==> config.mk <==
export PLATFORM = sky130hd
export DESIGN_NAME = pong_game_ctrl
export DESIGN_NICKNAME = d
export VERILOG_FILES = /design/src/rtl/pong_game_ctrl.sv
export SDC_FILE = /design/constraint.sdc
export NUM_CORES = 1
export LEC_CHECK = 0
export CORE_MARGIN = 4
export CORE_UTILIZATION = 46
export CTS_BUF_LIST = sky130_fd_sc_hd__clkbuf_8 sky130_fd_sc_hd__clkbuf_16
export DETAILED_ROUTE_END_ITERATION = 10
export PLACE_DENSITY_LB_ADDON = 0.3
export SYNTH_ARGS = -nofsm -noshare
export SYNTH_HDL_FRONTEND = slang
export SYNTH_SLANG_ARGS = --single-unit
==> constraint.sdc <==
create_clock -name clk -period 4.55 [get_ports clk]
set_clock_uncertainty 0.15 [all_clocks]
set_input_delay 0.91 -clock clk [delete_from_list [all_inputs] [get_ports clk]]
set_output_delay 0.91 -clock clk [all_outputs]
set_load 0.005 [all_outputs]
==> src/rtl/pong_game_ctrl.sv <==
// Pong match sequencer: serve/play/miss/over state machine that drives the playfield
// ball controls and keeps score, lives and high-score bookkeeping.
module pong_game_ctrl #(
  parameter int LIVES        = 3,
  parameter int SERVE_FRAMES = 60,
  parameter int MISS_FRAMES  = 90,
  parameter int SCORE_W      = 16
) (
  input  logic               clk,
  input  logic               reset,
  input  logic               frame_tick,
  input  logic               start,
  input  logic               hit,
  input  logic               miss,
  output logic               ball_run,
  output logic               ball_load,
  output logic [SCORE_W-1:0] score,
  output logic [SCORE_W-1:0] high_score,
  output logic [1:0]         lives,
  output logic [2:0]         state,
  output logic               game_over
);

  localparam int MAX_FRAMES = (SERVE_FRAMES > MISS_FRAMES) ? SERVE_FRAMES : MISS_FRAMES;
  localparam int TW         = (MAX_FRAMES > 1) ? $clog2(MAX_FRAMES) : 1;

  localparam logic [TW-1:0] SERVE_LAST = TW'(SERVE_FRAMES - 1);
  localparam logic [TW-1:0] MISS_LAST  = TW'(MISS_FRAMES - 1);
  localparam logic [1:0]    LIVES_INIT = 2'(LIVES);

  typedef enum logic [2:0] {
    S_IDLE  = 3'd0,
    S_SERVE = 3'd1,
    S_PLAY  = 3'd2,
    S_MISS  = 3'd3,
    S_OVER  = 3'd4
  } state_t;

  state_t             state_q, state_n;
  logic [TW-1:0]      timer_q, timer_n;
  logic [SCORE_W-1:0] score_q, score_n;
  logic [SCORE_W-1:0] high_q, high_n;
  logic [1:0]         lives_q, lives_n;
  logic               load_q, load_n;
  logic               start_d;
  logic               start_rise;

  assign start_rise = start & ~start_d;

  // NOTE: sequential state uses non-blocking assignments so every register
  // samples the pre-edge values computed by the combinational block.
  always_ff @(posedge clk) begin
    if (reset) begin
      state_q <= S_IDLE;
      timer_q <= '0;
      score_q <= '0;
      high_q  <= '0;
      lives_q <= LIVES_INIT;
      load_q  <= 1'b0;
      start_d <= 1'b0;
    end else begin
      state_q <= state_n;
      timer_q <= timer_n;
      score_q <= score_n;
      high_q  <= high_n;
      lives_q <= lives_n;
      load_q  <= load_n;
      start_d <= start;
    end
  end

  always_comb begin
    // NOTE: every target gets a default before the case so no path leaves a
    // signal unassigned, which would otherwise infer a latch.
    state_n = state_q;
    timer_n = timer_q;
    score_n = score_q;
    high_n  = high_q;
    lives_n = lives_q;
    load_n  = 1'b0;

    unique case (state_q)
      S_IDLE, S_OVER: begin
        if (start_rise) begin
          score_n = '0;
          lives_n = LIVES_INIT;
          timer_n = '0;
          load_n  = 1'b1;
          state_n = S_SERVE;
        end
      end
      S_SERVE: begin
        if (frame_tick) begin
          if (timer_q == SERVE_LAST) begin
            timer_n = '0;
            state_n = S_PLAY;
          end else begin
            timer_n = timer_q + TW'(1);
          end
        end
      end
      S_PLAY: begin
        // A simultaneous hit is dropped in favour of the miss.
        if (miss) begin
          lives_n = lives_q - 2'd1;
          timer_n = '0;
          if (lives_q == 2'd1) begin
            state_n = S_OVER;
            if (score_q > high_q) high_n = score_q;
          end else begin
            state_n = S_MISS;
          end
        end else if (hit && (score_q != '1)) begin
          score_n = score_q + SCORE_W'(1);
        end
      end
      S_MISS: begin
        if (frame_tick) begin
          if (timer_q == MISS_LAST) begin
            timer_n = '0;
            load_n  = 1'b1;
            state_n = S_SERVE;
          end else begin
            timer_n = timer_q + TW'(1);
          end
        end
      end
      default: state_n = S_IDLE;
    endcase
  end

  assign state      = state_q;
  assign score      = score_q;
  assign high_score = high_q;
  assign lives      = lives_q;
  assign ball_load  = load_q;
  assign ball_run   = (state_q == S_PLAY);
  assign game_over  = (state_q == S_OVER);

endmodule

Word level (Yosys, flattened, before mapping). Cells that the tools add are included.

Register bits: 46.

Reduce and logical (&&, ||, !) cells: 10. Mux-type cells: 26. Bitwise logic cells: 2. $lt $le $gt $ge: 1. Add/subtract/negate cells: 3. Eq/ne operators: 16.

Operators with widths (number): $mux 16 (3); $mux 7 (6); $pmux 16 s2 (1); $pmux 7 s4 (1); $mux 3 (7); $add 16x1->16 const B (1); $gt 16x16->1 (1); $ne 16x16->1 const B (1); $ne 2x2->1 const B (7); $pmux 3 s4 (1); $reduce_and 4->1 (2); $add 7x1->7 const B (1); $eq 7x6->1 const B (1); $eq 7x7->1 const B (1); $eq 3x2->1 const B (2); $reduce_and 6->1 (1); $reduce_and 5->1 (1); $mux 2 (2); $pmux 2 s2 (1); $reduce_bool 4->1 (1); $eq 3x1->1 const B (1); $eq 3x3->1 const B (1); $logic_not 3->1 (1); $mux 1 (3); other kinds (10) (10).

Longest topological paths before layout. Gate-level depths: netlist of run 1.

Depth after elaboration: 5. Gate-level depth with buffers: 9. Gate-level depth less buffers: 7.

Worst setup path before layout of run 1. No wires, ideal clock.

Path kind: input-to-reg. From: input start. To: register score_q[10] (netlist: score[10]). Setup time: 70 ps. Arrival: 2262 ps. Required time: 4330 ps. Slack: 2067 ps. Stages: 6. Cell sequence: nand2b_1 o21ai_0 o211ai_1 clkbuf_2 or3b_2 a21oi_1.

Cells in the longest elaborated chain, start to end: 3.

Ends and longest elaborated chain: start: declaration (RTL line 12) `input logic start,`; $and 1x1->1 (RTL line 48) `assign start_rise = start & ~start_d;`; $ne 2x2->1 (no line); $reduce_and 4->1 (no line); end signal: assignment (RTL line 64) `score_q <= score_n;`; end: declaration (RTL line 41) `logic [SCORE_W-1:0] score_q, score_n;`.

No other way between the ends. A chain may end at the register's enable or synchronous reset.

Worst setup path after layout of run 1.
From: register state_q[1] (netlist: state[1]). To: output ball_run.

Cells in the longest elaborated chain, start to end: 1.

Ends and longest elaborated chain: start: declaration (RTL line 39) `state_t state_q, state_n;`; start signal: assignment (RTL line 62) `state_q <= state_n;`; $eq 3x2->1 (RTL line 137) `assign ball_run = (state_q == S_PLAY);`; end: declaration (RTL line 15) `output logic ball_run,`.

No other way between the ends.

==> results of run 1 <==
[worst min-delay path, cell delays in order (launching register included)]
cell and delay [ns]:
dfxtp_1 0.33, nand2_1 0.06, mux2i_1 0.06
[through the flow]
| stage | utilization (%) | hold slack, ns | instance area (um^2) | total power [mW] | setup slack, ns |
|---|---|---|---|---|---|
| final | 57.4 | 0.337 | 3180 | 0.761 | 1.51 |
| after global placement | 56.0 | 0.326 | 3100 | 0.532 | 1.32 |
| after global routing | 57.4 | 0.356 | 3180 | 0.801 | 1.31 |
| after CTS | 57.4 | 0.342 | 3180 | 0.770 | 1.48 |
| after floorplan | - | 0.317 | 2640 | 0.502 | 2.07 |
| after detailed placement | 56.0 | 0.330 | 3100 | 0.533 | 1.27 |
[layer usage]
metal / global-route usage, % / wire length [um] / vias to the layer above
li1: - / - / 1230
met5: 0 / 0 / -
met1: 22.8 / 2780 / 1152
met3: 3.95 / 358 / 6
met2: 30.1 / 2820 / 70
met4: 6.29 / 88 / 0
[cell families after synthesis]
kind of cell / Yosys count / synth area share (%)
mux: 3 / 1.14
fa+ha+maj: 20 / 9.50
buf+inv: 35 / 6.69
xor+xnor: 1 / 0.332
simple gates: 117 / 24.5
compound gates: 89 / 22.9
flops: 46 / 34.9
[sequential cells by signal (all words and copies together) (netlist names)]
signal      flops
lives           2
score          16
start_d         1
timer_q         7
ball_load       1
state           3
high_score     16
[power by group]
group	internal [mW]	total [mW]	switching, mW
clock	0.103	0.237	0.134
sequential	0.408	0.417	0.00946
combinational	0.0423	0.108	0.0652
total	0.553	0.761	0.208
[layout make-up]
type,count,area [um^2]
fillers,537,2360
multi-input cells,230,1540
flip-flops and latches,46,921
repair buffers,46,458
inverters,23,93.8
well taps,72,90.1
clock buffers,5,68.8
clock inverters,2,10.0
[cells in the final DEF, fill, tap and decap left out, drive strengths merged, types with 3 or more instances in the layout]
master          n
or4             4
o211ai          3
dfxtp          46
nand3          15
a22o           15
clkbuf          5
a31oi           4
a21oi          33
clkdlybuf4s50  45
and2            4
a2111o          3
ha             20
nand2          22
nor3           13
mux2i           3
nand3b          4
clkinv          4
or3            11
o21ai          22
inv            21
nand2b          3
nor2           18
nand4           7
[final timing paths]
| path | startpoint | end | slack, ns | cells past startpoint |
|---|---|---|---|---|
| max | state[1] | ball_run | 1.51 | 4 |
| min | high_score[0] | high_score[0] | 0.34 | 2 |
| max reg2reg | score[6] | score[10] | 1.85 | 5 |
| min reg2reg | high_score[0] | high_score[0] | 0.34 | 2 |
==> metrics.csv, run 1 <==
metric;value;unit
status;finished clean;
maxCapViolCount;0;
first_iter_violations;140;
slew_headroom;28.9;%
hp-class;reg -> reg;
power_density;239;mW/mm^2
yosys-top-cells-count;46 x dfxtp_1, 33 x a21oi_1, 22 x nand2_1;
crit_required;3.49;ns
crit_buf_inv;3;
slowest_stage;dfxtp_1;
netlist_area;0.00264;mm^2
routedWlPerCell;14.3;um
tns;0;ns
yosysWarningCount;0;
postRouteAntennaNets;0;
antennaDiodeCount;0;
initial_utilization;47.6;%
grt_pass1_vias;2261;
fmax;0.329;GHz
cp_cell_sequence;inv_4 > or3_4 > clkinv_4 > clkdlybuf4s50_1;
io_pins;46;
drive_above_1_share;5.97;%
critical_path_peak_fanout;11;
grt_usage;18.0;%
startpoint_type;flip-flop;
ys_async_sr_fraction;0;%
syn_nets;337;
arrival;1.98;ns
post_cts_resized;0;
clock_latency;0.29;ns
synth_ff_type;dfxtp_1;
layoutNonFillerInstCount;424;
setup_viol;0;
drt_wl_total;6.05;mm
finalHoldViolCount;0;
synth.top_cell.area_share;34.9;%
clock-sinks;46;
fin_nets;378;
die_width;83.7;um
grt_pass1_wl;10.6;mm
endpoint_kind;output pin;
port_buffers;45;
rows;27;
synth_cell_types;53;
tritoncts;done;
clockBufferDepth;2;
areaGrowthSynthToFinish;20.7;%
first_pass_iters;4;
ys_seq_area_share;34.9;%
path_class;reg -> out;
place.gp.congestion;0.810;
die-area;0.00700;mm^2
clk_pin_slew;0.09;ns
critPathTopFamily;buffers and inverters;
report.final.slew_viol_count;0;
yosysMostFrequentCell;dfxtp_1;
vias;2458;
worstMarginPinSlew;1.05;ns
leakagePower;1.10;nW
remaining_drc_errors;0;
fp.dieH;83.7;um
coreArea;0.00554;mm^2
synthCells;311;
ir_worst_vdd;0.124;mV
rsz0062_at_grt;false;
post-cts-setup-buffer-count;0;
clockRootBuffer;clkbuf_8;
routed_via_density;5.80;
grt_max_degree;31;
synth_top_cell_by_area;dfxtp_1;
max_stage_delay;0.56;ns
grt_overflow;0;
synth-edff-count;0;
synthTopCellsByArea;dfxtp_1 35%, ha_1 9.5%, a21oi_1 6.3%;
cts_hold_buf;0;
place_inst;417;
synth_seq_cells;46;
antenna_found_initial;0;
min_period_over_period;66.8;%
period_needed;3.04;ns
dp_hpwl;4.41;mm
syn_avg_cell_area;8.47;um^2
cts.htree.levels;2;
cts_buffers;5;
No activity file was read; power rests on OpenSTA's default activity.
==> run 2: changes to the inputs <==
Clock period 4.55 ns to 2.5 ns, I/O delays scaled along.
==> metrics.csv, run 2 (same netlist as run 1, synthesis figures left out) <==
metric;value;unit;change
antenna_found_initial;0;;unchanged
grt.busiest_layer;met2;;
cts_hold_buf;0;;unchanged
worstRegToRegCells;6;;+1
leakagePower;1.26;nW;+14%
areaGrowthSynthToFinish;30.1;%;
clockRootBuffer;clkbuf_8;;
setup_viol;0;;unchanged
endpoint_kind;output pin;;
routedWlPerCell;14.6;um;+2.5%
grt_pass1_wl;11.3;mm;+6.7%
power_density;449;mW/mm^2;+87%
internal-power;1.14;mW;+110%
clockBufferDepth;2;;unchanged
arrival;1.74;ns;-0.24 ns
ir_worst_vdd;0.354;mV;+180%
grt_pass1_vias;2491;;+10%
final_area;0.00343;mm^2;+7.8%
slew_headroom;60.8;%;+32 points
first_iter_violations;190;;+36%
p_sw;401;uW;+93%
die-area;0.00700;mm^2;unchanged
critical_path_peak_fanout;11;;unchanged
rows;27;;unchanged
seqPwrFrac;48.7;%;-6.1 points
first_pass_iters;4;;unchanged
timing.final.ws_setup;0.109;ns;-1.40 ns
report.final.slew_viol_count;0;;unchanged
cp_cell_sequence;inv_4 > or3_4 > clkinv_4 > clkdlybuf4s50_1;;
place.gp.congestion;0.849;;+4.8%
pwr-share-comb;15.3;%;+1.2 points
fin_nets;405;;+7.1%
use_met1;24.8;%;+2.0 points
remaining_drc_errors;0;;unchanged
status;finished clean;;
grt_usage;19.1;%;+1.1 points
grt_max_degree;16;;-48%
vias;2550;;+3.7%
drive_above_1_share;13.2;%;+7.2 points
grtUsageMet3;3.55;%;-0.39 points
worstMarginPinSlew;0.586;ns;-0.465 ns
clockPowerShare;36.0;%;+4.9 points
num-fill-cells;485;;-9.7%
dp_slack;-0.00123;ns;-1.27 ns
path_class;reg -> out;;
post_cts_resized;0;;unchanged
multiInputGateArea;0.00154;mm^2;about the same
tritoncts;done;;
period_needed;2.39;ns;
grt_overflow;0;;unchanged
die_width;83.7;um;unchanged
initial_utilization;47.6;%;unchanged
whs_path_depth;2;;unchanged
ff_latch_area;922;um^2;+0.14%
antennaDiodeCount;0;;unchanged
fmax;0.418;GHz;
clock-sinks;46;;unchanged
io_pins;46;;unchanged
maxCapViolCount;0;;unchanged
critPathTopFamily;buffers and inverters;;
drt_wl_total;6.62;mm;+9.3%
cts_buffers;5;;unchanged
hp-class;reg -> reg;;
p_sw_share;26.1;%;-1.3 points
postRouteAntennaNets;0;;unchanged
dpl_cell_area;0.00332;mm^2;+6.9%
post-cts-setup-buffer-count;0;;unchanged
mostFrequentLayoutCells;45 x dfxtp_1, 45 x clkdlybuf4s50_1, 33 x a21oi_1;;
finalHoldViolCount;0;;unchanged
coreArea;0.00554;mm^2;unchanged
path_depth;4;;unchanged
fp.dieH;83.7;um;unchanged
routed_via_density;5.64;;-2.7%
crit_buf_inv;3;;unchanged
crit_required;1.85;ns;-1.64 ns
dp_hpwl;5.03;mm;+14%
min_period_over_period;95.6;%;
rsz0062_at_grt;false;;
clock_latency;0.31;ns;+0.02 ns
cts.htree.levels;2;;unchanged
slowest_stage;clkdlybuf4s50_1;;
clk_pin_slew;0.09;ns;about the same
tns;0;ns;unchanged
max_stage_delay;0.50;ns;-0.06 ns
grtUsageMet2;30.6;%;+0.51 points
startpoint_type;flip-flop;;
port_buffers;45;;unchanged
-- run 2: layout make-up --
| type | instances | area share, % |
|---|---|---|
| Clock buffer | 5 | 2.01 |
| Clock inverter | 3 | 1.20 |
| Inverter | 23 | 2.74 |
| Multi-Input combinational cell | 230 | 44.9 |
| Sequential cell | 46 | 26.9 |
| Tap cell | 72 | 2.63 |
| Timing Repair Buffer | 73 | 19.6 |
-- run 2: through the flow --
step	utilization, %	hold WS [ns]	std cells	total power [mW]
CTS	61.8	0.343	452	1.55
detailed placement	59.8	0.330	444	1.00
global placement	59.8	0.321	444	0.997
global route	61.9	0.378	452	1.60
finish	61.9	0.339	452	1.54
floorplan	-	0.317	311	0.914
-- run 2: layer usage --
metal	vias up	part of all wire [%]	routed length [um]
met1	1172	47	3090
met3	16	5.0	330
met4	0	2.6	174
met2	84	46	3030
met5	-	0	0
li1	1278	-	-
-- run 2: worst register-to-register path, cell delays in order, from the launching register on --
cell	delay, ns
dfxtp_1	0.37
inv_1	0.06
ha_1	0.31
nand4_1	0.24
a2111o_1	0.46
a32o_2	0.38
a22o_1	0.27
-- run 2: worst paths after layout --
kind | start | end | slack, ns
setup / recovery | state[1] | ball_run | 0.11
setup reg to reg | high_score[14] | high_score[6] | 0.15
hold / removal | high_score[0] | high_score[0] | 0.34
hold reg to reg | high_score[0] | high_score[0] | 0.34
-- run 2: power by group through the flow --
stage	logic, mW	clock network [mW]	registers (mW)
floorplan	0.149	0	0.765
global placement	0.231	0	0.765
detailed placement	0.234	0	0.766
finish	0.236	0.554	0.750
CTS	0.235	0.563	0.749
global route	0.261	0.590	0.751
==> run 3: changes to the inputs <==
Settings changed: CORE_MARGIN 4 to 10.
==> metrics.csv, run 3 (same netlist as run 1, synthesis figures left out) <==
metric;value;unit;change
clockRootBuffer;clkbuf_8;;
clock_latency;0.30;ns;about the same
routed_via_density;5.69;;+0.80%
clock-sinks;46;;unchanged
status;finished clean;;
first_pass_iters;4;;unchanged
tns;0;ns;unchanged
antennaDiodeCount;0;;unchanged
rsz0062_at_grt;false;;
path_class;reg -> out;;
grt_pass1_wl;11.6;mm;+3.2%
startpoint_type;flip-flop;;
grt_usage;15.5;%;-3.7 points
report.final.slew_viol_count;0;;unchanged
use_met1;18.5;%;-6.3 points
arrival;1.74;ns;about the same
grtUsageMet3;3.77;%;+0.22 points
cts.htree.levels;2;;unchanged
leakagePower;1.26;nW;-0.12%
grt.busiest_layer;met2;;
fin_nets;406;;+0.25%
areaGrowthSynthToFinish;29.6;%;
drive_above_1_share;13.1;%;-0.035 points
tritoncts;done;;
final_common_cell;dfxtp_1;;
clockBufferDepth;2;;unchanged
port_buffers;45;;unchanged
postRouteAntennaNets;0;;unchanged
setup_viol;0;;unchanged
routedWlPerCell;15.5;um;+5.7%
cts_hold_buf;0;;unchanged
coreArea;0.00554;mm^2;unchanged
endpoint_kind;output pin;;
critical_path_peak_fanout;10;;-1
worstMarginPinSlew;0.407;ns;-0.179 ns
clk_pin_slew;0.08;ns;about the same
rows;27;;unchanged
grt_max_degree;18;;+2
place.gp.congestion;0.919;;+8.3%
die-area;0.00916;mm^2;+31%
maxCapViolCount;0;;unchanged
grt_pass1_vias;2495;;+0.16%
drt_wl_total;7.01;mm;+6.0%
grt_overflow;0;;unchanged
period_needed;2.39;ns;-0.00190 ns
first_iter_violations;133;;-30%
finalHoldViolCount;0;;unchanged
io_pins;46;;unchanged
power_density;429;mW/mm^2;-4.4%
dp_hpwl;5.33;mm;+6.1%
die_width;95.7;um;+14%
vias;2576;;+1.0%
fp.dieH;95.7;um;+14%
fmax;0.419;GHz;about the same
mostFrequentLayoutCells;46 x dfxtp_1, 45 x clkdlybuf4s50_1, 33 x a21oi_1;;
initial_utilization;47.6;%;unchanged
min_period_over_period;95.6;%;about the same
remaining_drc_errors;0;;unchanged
grtUsageMet2;26.6;%;-3.9 points
antenna_found_initial;0;;unchanged
slew_headroom;72.7;%;+12 points
ir_worst_vdd;0.275;mV;-22%
hp-class;reg -> reg;;
crit_required;1.85;ns;about the same
cts_buffers;5;;unchanged
hold-worst-slack;0.334;ns;-0.00570 ns
==> run 3: area by class of cell <==
cell class / count / area, um^2
clock inverters: 2 / 8.76
inverters: 23 / 93.8
repair buffers: 74 / 681
clock buffers: 6 / 82.6
well taps: 72 / 90.1
multi-input cells: 230 / 1540
flip-flops and latches: 46 / 921
fillers: 491 / 2120
==> run 3: worst max-delay path, stage by stage, from the launching register on <==
cell             delay [ns]
dfxtp_1                0.38
inv_4                  0.05
or3_4                  0.40
clkinv_4               0.10
clkdlybuf4s50_1        0.51
==> run 3: power breakdown <==
group | internal, mW | switching, mW
combinational | 0.108 | 0.137
sequential | 0.742 | 0.00650
clock | 0.219 | 0.253
total | 1.07 | 0.397
==> run 3: path summary, 6_finish.rpt <==
| path | from | endpoint | slack [ns] | cells past startpoint |
|---|---|---|---|---|
| max reg2reg | score[9] | high_score[7] | 0.20 | 5 |
| max | state[1] | ball_run | 0.11 | 4 |
| min reg2reg | high_score[0] | high_score[0] | 0.33 | 2 |
| min | high_score[0] | high_score[0] | 0.33 | 2 |
==> run 3: layer usage <==
layer  vias up  routed length, um
li1       1293                  -
met2        59               3270
met3         8                468
met4         0                 79
met5         -                  0
met1      1216               3190
==> run 3: repair_timing <==
item	in CTS	in global routing
endpoints found under the setup margin	0	16
resized for setup	0	1
endpoints found under the hold margin	0	0
buffers inserted	0	1
==> run 3: metrics by stage <==
stage | worst slack (ns) | cells | power [mW] | utilization [%] | cell area [um^2]
global route | 0.0392 | 453 | 1.53 | 61.7 | 3420
floorplan | 0.323 | 311 | 0.914 | - | 2640
global placement | 0.0126 | 444 | 1.00 | 59.8 | 3320
detailed placement | 0.0254 | 444 | 1.01 | 59.8 | 3320
CTS | 0.0446 | 452 | 1.47 | 61.5 | 3410
finish | 0.111 | 453 | 1.47 | 61.7 | 3420
